<file path="src/rtl/address_offset_loader.sv">
// rtl/address_offset_loader.sv - streams PO/DO offset table into the Address Module write port
// Pipeline writes always win the port; loader beats fill the remaining cycles.
module address_offset_loader #(
    parameter int WORD_WIDTH       = 36,
    parameter int WRITE_ADDR_WIDTH = 12,
    parameter int PO_ADDR_BASE     = 0,
    parameter int PO_ENTRY_COUNT   = 4,
    parameter int DO_ADDR          = 4,
    parameter int NULL_WRITE_ADDR  = 0,
    parameter int INDEX_WIDTH      = 3
) (
    input  logic                        clock,
    input  logic                        reset,
    input  logic                        load_start,
    input  logic                        load_abort,
    input  logic                        src_valid,
    output logic                        src_ready,
    input  logic [WORD_WIDTH-1:0]       src_data,
    input  logic                        pipe_write_valid,
    input  logic [WRITE_ADDR_WIDTH-1:0] pipe_write_addr,
    input  logic [WORD_WIDTH-1:0]       pipe_write_data,
    output logic [WRITE_ADDR_WIDTH-1:0] write_addr,
    output logic [WORD_WIDTH-1:0]       write_data,
    output logic                        busy,
    output logic                        done
);

    typedef enum logic [1:0] {
        ST_IDLE = 2'd0,
        ST_LOAD = 2'd1,
        ST_DONE = 2'd2
    } state_t;

    localparam logic [INDEX_WIDTH-1:0]      LAST_IDX  = INDEX_WIDTH'(PO_ENTRY_COUNT);
    localparam logic [WRITE_ADDR_WIDTH-1:0] NULL_ADDR = WRITE_ADDR_WIDTH'(NULL_WRITE_ADDR);

    state_t                        state_q;
    logic [INDEX_WIDTH-1:0]        index_q;
    logic [WRITE_ADDR_WIDTH-1:0]   write_addr_q;
    logic [WRITE_ADDR_WIDTH-1:0]   write_addr_d;
    logic [WORD_WIDTH-1:0]         write_data_q;
    logic [WORD_WIDTH-1:0]         write_data_d;
    logic                          busy_q;
    logic                          done_q;
    logic                          accept;

    assign src_ready  = (state_q == ST_LOAD) & ~pipe_write_valid & ~load_abort;
    assign accept     = src_valid & src_ready;
    assign write_addr = write_addr_q;
    assign write_data = write_data_q;
    assign busy       = busy_q;
    assign done       = done_q;

    always_comb begin
        write_addr_d = NULL_ADDR;
        write_data_d = '0;
        if (pipe_write_valid) begin
            write_addr_d = pipe_write_addr;
            write_data_d = pipe_write_data;
        end else if (accept) begin
            write_data_d = src_data;
            if (index_q == LAST_IDX) begin
                write_addr_d = WRITE_ADDR_WIDTH'(DO_ADDR);
            end else begin
                write_addr_d = WRITE_ADDR_WIDTH'(PO_ADDR_BASE) + WRITE_ADDR_WIDTH'(index_q);
            end
        end
    end

    // busy/done are registered from the state so they line up with the write they describe
    always_ff @(posedge clock or posedge reset) begin
        if (reset) begin
            state_q      <= ST_IDLE;
            index_q      <= '0;
            write_addr_q <= NULL_ADDR;
            write_data_q <= '0;
            busy_q       <= 1'b0;
            done_q       <= 1'b0;
        end else begin
            write_addr_q <= write_addr_d;
            write_data_q <= write_data_d;
            busy_q       <= (state_q == ST_LOAD);
            done_q       <= (state_q == ST_DONE);
            case (state_q)
                ST_IDLE: begin
                    if (load_start) begin
                        state_q <= ST_LOAD;
                        index_q <= '0;
                    end
                end
                ST_LOAD: begin
                    if (load_abort) begin
                        state_q <= ST_IDLE;
                    end else if (accept) begin
                        if (index_q == LAST_IDX) begin
                            state_q <= ST_DONE;
                        end else begin
                            index_q <= index_q + INDEX_WIDTH'(1);
                        end
                    end
                end
                ST_DONE: begin
                    state_q <= ST_IDLE;
                end
                default: begin
                    state_q <= ST_IDLE;
                end
            endcase
        end
    end

endmodule
</file>
<file path="config.mk">
export PLATFORM = sky130hd
export DESIGN_NAME = address_offset_loader
export DESIGN_NICKNAME = d
export VERILOG_FILES = /design/src/rtl/address_offset_loader.sv
export SDC_FILE = /design/constraint.sdc
export NUM_CORES = 1
export LEC_CHECK = 0
export BUFFER_PORTS_ARGS = -buffer_cell sky130_fd_sc_hd__clkbuf_2
export CAP_MARGIN = 20
export CORE_UTILIZATION = 32
export CTS_CLUSTER_DIAMETER = 100
export DETAILED_ROUTE_END_ITERATION = 10
export HOLD_SLACK_MARGIN = 0.1
export PLACE_DENSITY = 0.7
export SLEW_MARGIN = 20
export SYNTH_ARGS = -nofsm -noshare
export SYNTH_HDL_FRONTEND = slang
export SYNTH_SLANG_ARGS = --single-unit
</file>
<file path="constraint.sdc">
create_clock -name clock -period 3.8 [get_ports clock]
set_input_delay 0.76 -clock clock [delete_from_list [all_inputs] [get_ports clock]]
set_output_delay 0.76 -clock clock [all_outputs]
set_load 0.02 [all_outputs]
</file>
==> impl_metrics.yaml, run 1 <==
run_status:
  status: "finished clean"
die:
  die_h_microns: 81.1
  ioPinCount: 141
  core_area_sq_um: 5990
  die_w_microns: 81.1
  rows: 28
  start_util: 0.334
  dieArea_sq_um: 6580
cells_and_area:
  fin_util: 0.478
  final_cells: 355
  antenna_cells: 0
  area_growth_pct: 43.2
  nets: 372
  drive_gt1_frac: 0.554
routing:
  m1WireLength_mm: 1.97
  wirelength_mm: 4.76
  routedWlPerCell_microns: 13.4
  dr.first_iter.drc_count: 39
  vias: 1622
  final_antenna_net_count: 0
  top_layer: "met4"
  first_pass_iters: 4
  route.met2.wl_mm: 2.41
  wl_met3_microns: 360
  drcViolationCount: 0
  drt-vias-per-instance: 4.57
flow_run:
  drv_cap: 0
clock_tree:
  cts-resized-gates: 0
  cts_buffers: 5
  clock_sinks: 55
  cts_tree: "yes"
  htree_levels: 2
  clock_latency_ns: 0.29
  cts_root_buf: "clkbuf_8"
  cts_setup_buffers: 0
  cts.path.max_buffers: 2
  postCtsHoldBufs: 0
  clkTransAtPathRegs_ns: 0.09
pwr:
  p_leak_nw: 1.60
  peakVddDrop_mv: 0.177
  power_density_nw_per_um2: 418
sta:
  final_max_slew_viol_count: 0
  setup_viol: 0
  finalCritPeriodShare: 0.624
  fin_crit_ns: 2.37
  rsz0062_at_grt: "no"
  finalWorstSetupSlack_ns: 1.43
  fmax_mhz: 422
  tightest_slew_ns: 0.830
  hold_violations: 0
  timing.slew.headroom: 0.445
  hold_ws_ns: 0.511
  setup_tns_ns: 0
  clock_skew_ns: 0.00309
global_routing:
  grt_overflow_total: 0
  grt_use_total: 0.147
  antenna_found_initial: 0
  grt_pass1_wl_mm: 7.30
  grt_max_degree: 38
  grt_pass1_vias: 1579
placement:
  routabilityCongestion: 0.668
  io_buffers: 140
  placed_cells: 348
  place_hpwl_mm: 3.60
  pre_cts_slack_ns: 1.33
critical_path:
  crit_type: "input port to output port"
  r2r_start: "state_q[1]"
  reg2reg_depth: 3
  cp_data_required_time_ns: 3.04
  critPathArrivalTime_ns: 1.61
  r2r-end: "write_data[30]"
  path_max_fanout: 7
  r2r_slack_ns: 1.86
  cp-end-kind: "output port"
  start_kind: "input port"
logic_synthesis:
  synthesis.nets: 232
  synthDistinctLibCells: 23
  seq_area_frac_synth: 0.687
  syn_area_sq_um: 2000
  synth.avg_cell_area_sq_um: 14.3
  yosysWarnings: 0
  ys_ff_latch: 55
  synthCells: 140
min_path:
  hold_path_class: "input port to async pin"
## sequential cells by signal (all words and copies together), names as in the netlist
signal,flops
write_addr,12
index_q,3
busy,1
state_q,2
done,1
write_data,36
## how the worst max path moves through the flow
stage | startpoint | endpoint | depth (start not counted)
after floorplan | load_abort | src_ready | 3
after global placement | pipe_write_valid | write_data[4] | 4
after detailed placement | pipe_write_valid | write_data[16] | 4
after CTS | load_abort | src_ready | 4
after global routing | load_abort | src_ready | 4
final | load_abort | src_ready | 4
## synthesized netlist by cell type, drive strengths merged
library cell	count	share of area
clkbuf	5	0.0094
a22o	37	0.16
or3b	3	0.014
ha	2	0.012
dfrtp	55	0.69
mux2i	2	0.010
nor4	1	0.0031
nand2b	1	0.0031
a311o	1	0.0050
and2	9	0.028
buf	4	0.013
nor3	1	0.0025
o21ai	3	0.0075
nand2	6	0.011
inv	4	0.0075
o311a	1	0.0050
and2b	2	0.0088
nor2	3	0.0094
## worst max-delay path: stages
cell and delay [ns]:
clkbuf_2 0.08, or3b_1 0.47, nor2_1 0.13, clkbuf_2 0.18
## layout make-up
cell class / count / area [sq um]
repair buffers: 142 / 728
clock inverters: 1 / 5.00
inverters: 4 / 15.0
flip-flops and latches: 55 / 1380
clock buffers: 6 / 82.6
fillers: 568 / 3120
multi-input cells: 72 / 566
well taps: 75 / 93.8
## logic make-up after synthesis
kind of cell,synth area share
muxes,0.0100
and+or+nand+nor,0.0806
AOI/OAI and AO/OA,0.179
buffers and inverters,0.0300
adders and majority gates,0.0125
DFF,0.687
## power breakdown
group / switching (mW) / internal (mW) / total, mW
Clock: 0.177 / 0.144 / 0.320
Combinational: 0.128 / 0.102 / 0.229
Sequential: 0.0203 / 0.629 / 0.649
## per-stage QoR
stage,cell area [sq um],power [mW]
floorplan,2000,0.790
global placement,2760,0.885
detailed placement,2780,0.894
CTS,2870,1.22
global route,2870,1.26
finish,2870,1.20
## per-layer routing
layer  up-vias  track usage
li1        778            -
met1       764        0.171
met2        75        0.266
met3         5       0.0427
met4         0       0.0321
met5         -            0
## cells in the final DEF (no fill, tap or decap)
cell / netlist / routed
o21ai_1: 2 / 2
buf_4: 0 / 1
nand2b_1: 1 / 1
o311a_1: 1 / 1
dfrtp_1: 55 / 55
mux2i_1: 2 / 2
clkbuf_2: 0 / 140
nor3_1: 1 / 1
clkbuf_8: 0 / 6
nand2_1: 6 / 6
ha_1: 2 / 2
or3b_2: 1 / 1
nor4_1: 1 / 1
o21ai_0: 1 / 1
nor2_4: 1 / 1
buf_12: 0 / 1
inv_2: 0 / 1
or3b_4: 1 / 1
and2_1: 9 / 9
nor2_1: 2 / 2
inv_1: 4 / 3
a22o_1: 37 / 37
a311o_1: 1 / 1
or3b_1: 1 / 1
clkinv_2: 0 / 1
and2b_2: 2 / 2
Note: power is estimated with default switching activity, not from simulation.
==> run 2: changes to the inputs <==
Settings changed: PLACE_DENSITY 0.7 to 0.73.
Clock period 3.8 ns to 1.98 ns, I/O delays scaled along.
==> impl_metrics.yaml, run 2 (same netlist as run 1, synthesis figures left out) <==
run_status:
  status: "finished clean"
critical_path:
  cp_data_required_time_ns: 1.58
  crit_type: "flip-flop to output port"
  start_kind: "flip-flop"
  reg2reg_depth: 3
  r2r-end: "index_q[2]"
  cp-end-kind: "output port"
  r2r_slack_ns: 0.36
  r2r_start: "state_q[1]"
  critPathArrivalTime_ns: 1.45
  path_max_fanout: 7
routing:
  first_pass_iters: 4
  routedWlPerCell_microns: 13.1
  drt-vias-per-instance: 4.53
  dr.first_iter.drc_count: 51
  vias: 1625
  drcViolationCount: 0
  wirelength_mm: 4.69
  final_antenna_net_count: 0
pwr:
  p_switching_uw: 619
  p_leak_nw: 1.63
  power_switching_share: 0.254
  combPwrFrac: 0.183
  p_clk_frac: 0.307
  p_int_mw: 1.82
  power_density_nw_per_um2: 834
  seqPwrFrac: 0.511
  peakVddDrop_mv: 0.411
cells_and_area:
  register_area_sq_um: 1380
  antenna_cells: 0
  drive_gt1_frac: 0.563
  fin_util: 0.488
  multi_input_area_sq_um: 568
  n_fill_cell: 570
  nets: 375
  area_growth_pct: 45.9
  layout_commonest_cell: "clkbuf_2"
  largest_reg_flops: 36
  mostFrequentLayoutCells: "140 x clkbuf_2, 55 x dfrtp_1, 37 x a22o_1"
sta:
  fin_crit_ns: 1.84
  setup_viol: 0
  tightest_slew_ns: 0.290
  finalCritPeriodShare: 0.930
  setup_tns_ns: 0
  rsz0062_at_grt: "no"
  clock_skew_ns: 0.00272
  timing.slew.headroom: 0.806
  fmax_mhz: 543
  hold_violations: 0
  final_max_slew_viol_count: 0
die:
  dieArea_sq_um: 6580
  die_h_microns: 81.1
  ioPinCount: 141
  die_w_microns: 81.1
  rows: 28
  core_area_sq_um: 5990
  start_util: 0.334
global_routing:
  grt_max_degree: 56
  grt_use_total: 0.144
  grt_overflow_total: 0
  grt_pass1_wl_mm: 7.14
  grt_pass1_vias: 1543
  antenna_found_initial: 0
clock_tree:
  cts_setup_buffers: 0
  cts_root_buf: "clkbuf_8"
  cts-resized-gates: 0
  cts.path.max_buffers: 2
  clkTransAtPathRegs_ns: 0.09
  postCtsHoldBufs: 0
  cts_buffers: 5
  cts_tree: "yes"
  htree_levels: 2
  clock_sinks: 55
  clock_latency_ns: 0.30
placement:
  io_buffers: 140
  routabilityCongestion: 0.777
  place_hpwl_mm: 3.63
flow_run:
  drv_cap: 0
min_path:
  hold_path_class: "input port to async pin"
run 2: worst max-delay path by stage:
stage               start    endpoint  slack (ns)  cells after the start
2_1_floorplan       reset        busy        0.24                      1
3_3_place_gp   load_abort  index_q[2]        0.22                      4
3_5_place_dp   load_abort  index_q[2]        0.21                      4
4_1_cts        state_q[1]   src_ready        0.02                      3
5_1_grt        state_q[1]   src_ready        0.09                      3
6_report       state_q[1]   src_ready        0.14                      3
run 2: critical path, stage by stage, from the launching register on:
cell and delay (ns):
dfrtp_1 0.40, or3b_4 0.45, nor2_1 0.12, clkbuf_2 0.18
run 2: final cells by class:
| cell class | count | area share |
|---|---|---|
| Timing Repair Buffer | 145 | 0.257 |
| Clock buffer | 6 | 0.0283 |
| Inverter | 4 | 0.00514 |
| Tap cell | 75 | 0.0321 |
| Clock inverter | 2 | 0.0120 |
| Multi-Input combinational cell | 72 | 0.194 |
| Sequential cell | 55 | 0.471 |
run 2: power groups by stage:
stage | Combinational (mW) | Sequential, mW | Clock [mW]
6_report | 0.445 | 1.24 | 0.747
5_1_grt | 0.488 | 1.25 | 0.819
4_1_cts | 0.451 | 1.25 | 0.782
3_5_place_dp | 0.449 | 1.27 | 0
3_3_place_gp | 0.444 | 1.26 | 0
2_1_floorplan | 0.165 | 1.35 | 0
run 2: per-stage QoR:
stage | instance area (sq um) | power (mW) | std cells | setup slack, ns | hold slack [ns]
5_1_grt | 2920 | 2.56 | 359 | 0.0852 | 0.146
3_5_place_dp | 2800 | 1.72 | 351 | 0.214 | 0.463
2_1_floorplan | 2000 | 1.52 | 140 | 0.241 | 0.473
3_3_place_gp | 2800 | 1.71 | 351 | 0.222 | 0.452
6_report | 2920 | 2.44 | 359 | 0.138 | 0.122
4_1_cts | 2920 | 2.48 | 359 | 0.0172 | 0.130
run 2: per-layer routing:
layer	global-route usage	vias up	wire, microns
met4	0.0393	0	35
met3	0.0360	4	289
li1	-	785	-
met5	0	-	0
met1	0.166	761	1960
met2	0.264	75	2400
==> run 3: changes to the inputs <==
Settings changed: PLACE_DENSITY 0.73 to 0.79.
==> impl_metrics.yaml, run 3 (same netlist as run 1, synthesis figures left out) <==
run_status:
  status: "finished clean"
routing:
  vias: 1658
  routedWlPerCell_microns: 13.8
  dr.first_iter.drc_count: 35
  wirelength_mm: 4.94
  first_pass_iters: 3
  drt-vias-per-instance: 4.62
  drcViolationCount: 0
  final_antenna_net_count: 0
critical_path:
  cp-end-kind: "output port"
  cp_slowest_cell: "or3b_4"
  cp_slowest_stage_delay_ns: 0.46
  start_kind: "flip-flop"
  cp_data_required_time_ns: 1.58
  critPathArrivalTime_ns: 1.47
  cp_cell_sequence: "or3b_4 > nor2_1 > clkbuf_2"
  r2r_slack_ns: 0.33
  crit_type: "flip-flop to output port"
  path_max_fanout: 7
cells_and_area:
  mostFrequentLayoutCells: "140 x clkbuf_2, 55 x dfrtp_1, 37 x a22o_1"
  largest_reg_flops: 36
  final_cells: 359
  area_growth_pct: 45.9
  antenna_cells: 0
  nets: 375
  drive_gt1_frac: 0.563
  design_area_sq_um: 2920
  layout_commonest_cell: "clkbuf_2"
global_routing:
  antenna_found_initial: 0
  grt_pass1_vias: 1608
  grt_pass1_wl_mm: 7.41
  grt_overflow_total: 0
  grt_use_total: 0.149
  grt_max_degree: 29
die:
  core_area_sq_um: 5990
  ioPinCount: 141
  start_util: 0.334
  rows: 28
  die_h_microns: 81.1
  dieArea_sq_um: 6580
  die_w_microns: 81.1
min_path:
  hold_path_class: "input port to async pin"
placement:
  placed_cells: 351
  place_area_sq_um: 2800
  place_hpwl_mm: 3.77
  io_buffers: 140
  routabilityCongestion: 0.682
sta:
  hold_ws_ns: 0.153
  setup_viol: 0
  setup_tns_ns: 0
  hold_violations: 0
  fin_crit_ns: 1.86
  tightest_slew_ns: 0.610
  rsz0062_at_grt: "no"
  fmax_mhz: 537
  timing.slew.headroom: 0.593
  finalCritPeriodShare: 0.941
  clock_skew_ns: 0.00798
  final_max_slew_viol_count: 0
clock_tree:
  clock_sinks: 55
  postCtsHoldBufs: 0
  cts_tree: "yes"
  htree_levels: 2
  cts.path.max_buffers: 2
  cts_root_buf: "clkbuf_8"
  cts_buffers: 5
  cts_setup_buffers: 0
  clkTransAtPathRegs_ns: 0.10
  cts-resized-gates: 0
  clock_latency_ns: 0.30
pwr:
  power_density_nw_per_um2: 840
  p_leak_nw: 1.63
  p_total_mw: 2.45
  peakVddDrop_mv: 0.347
flow_run:
  drv_cap: 0
run 3: worst paths after layout:
kind | start | to | depth (start not counted)
hold / removal | reset | write_data[24] | 2
min in group clock | pipe_write_addr[4] | write_addr[4] | 2
max in group asynchronous | reset | write_data[13] | 3
hold reg to reg | index_q[0] | index_q[0] | 1
setup / recovery | state_q[1] | src_ready | 3
setup reg to reg | state_q[1] | index_q[2] | 3
run 3: layout make-up:
type / count / area, sq um
clock inverters: 2 / 35.0
repair buffers: 145 / 751
fillers: 556 / 3070
multi-input cells: 72 / 568
inverters: 4 / 15.0
well taps: 75 / 93.8
flip-flops and latches: 55 / 1380
clock buffers: 6 / 82.6
run 3: report_power, final:
group | internal (mW) | switching (mW) | leakage, nW
clock | 0.410 | 0.352 | 0.0612
sequential | 1.21 | 0.0377 | 0.708
combinational | 0.202 | 0.247 | 0.859
run 3: metal layers:
layer  routed length, microns  global-route usage  share of wire  up-vias
met4                       44              0.0429         0.0089        0
met3                      415              0.0506          0.084        5
met2                     2530               0.263           0.51       81
met1                     1940               0.169           0.39      786
met5                        0                   0              0        -
li1                         -                   -              -      786
run 3: stage by stage:
step	util	worst slack, ns
finish	0.488	0.116
global route	0.488	0.0533
CTS	0.487	0.0158
detailed placement	0.468	0.194
global placement	0.468	0.242
floorplan	-	0.241
run 3: worst max-delay path, delay by kind of cell, from the launching register on:
| family | cells | cell delay, ns |
|---|---|---|
| flops | 1 | 0.41 |
| simple gates | 2 | 0.58 |
| buf+inv | 1 | 0.18 |
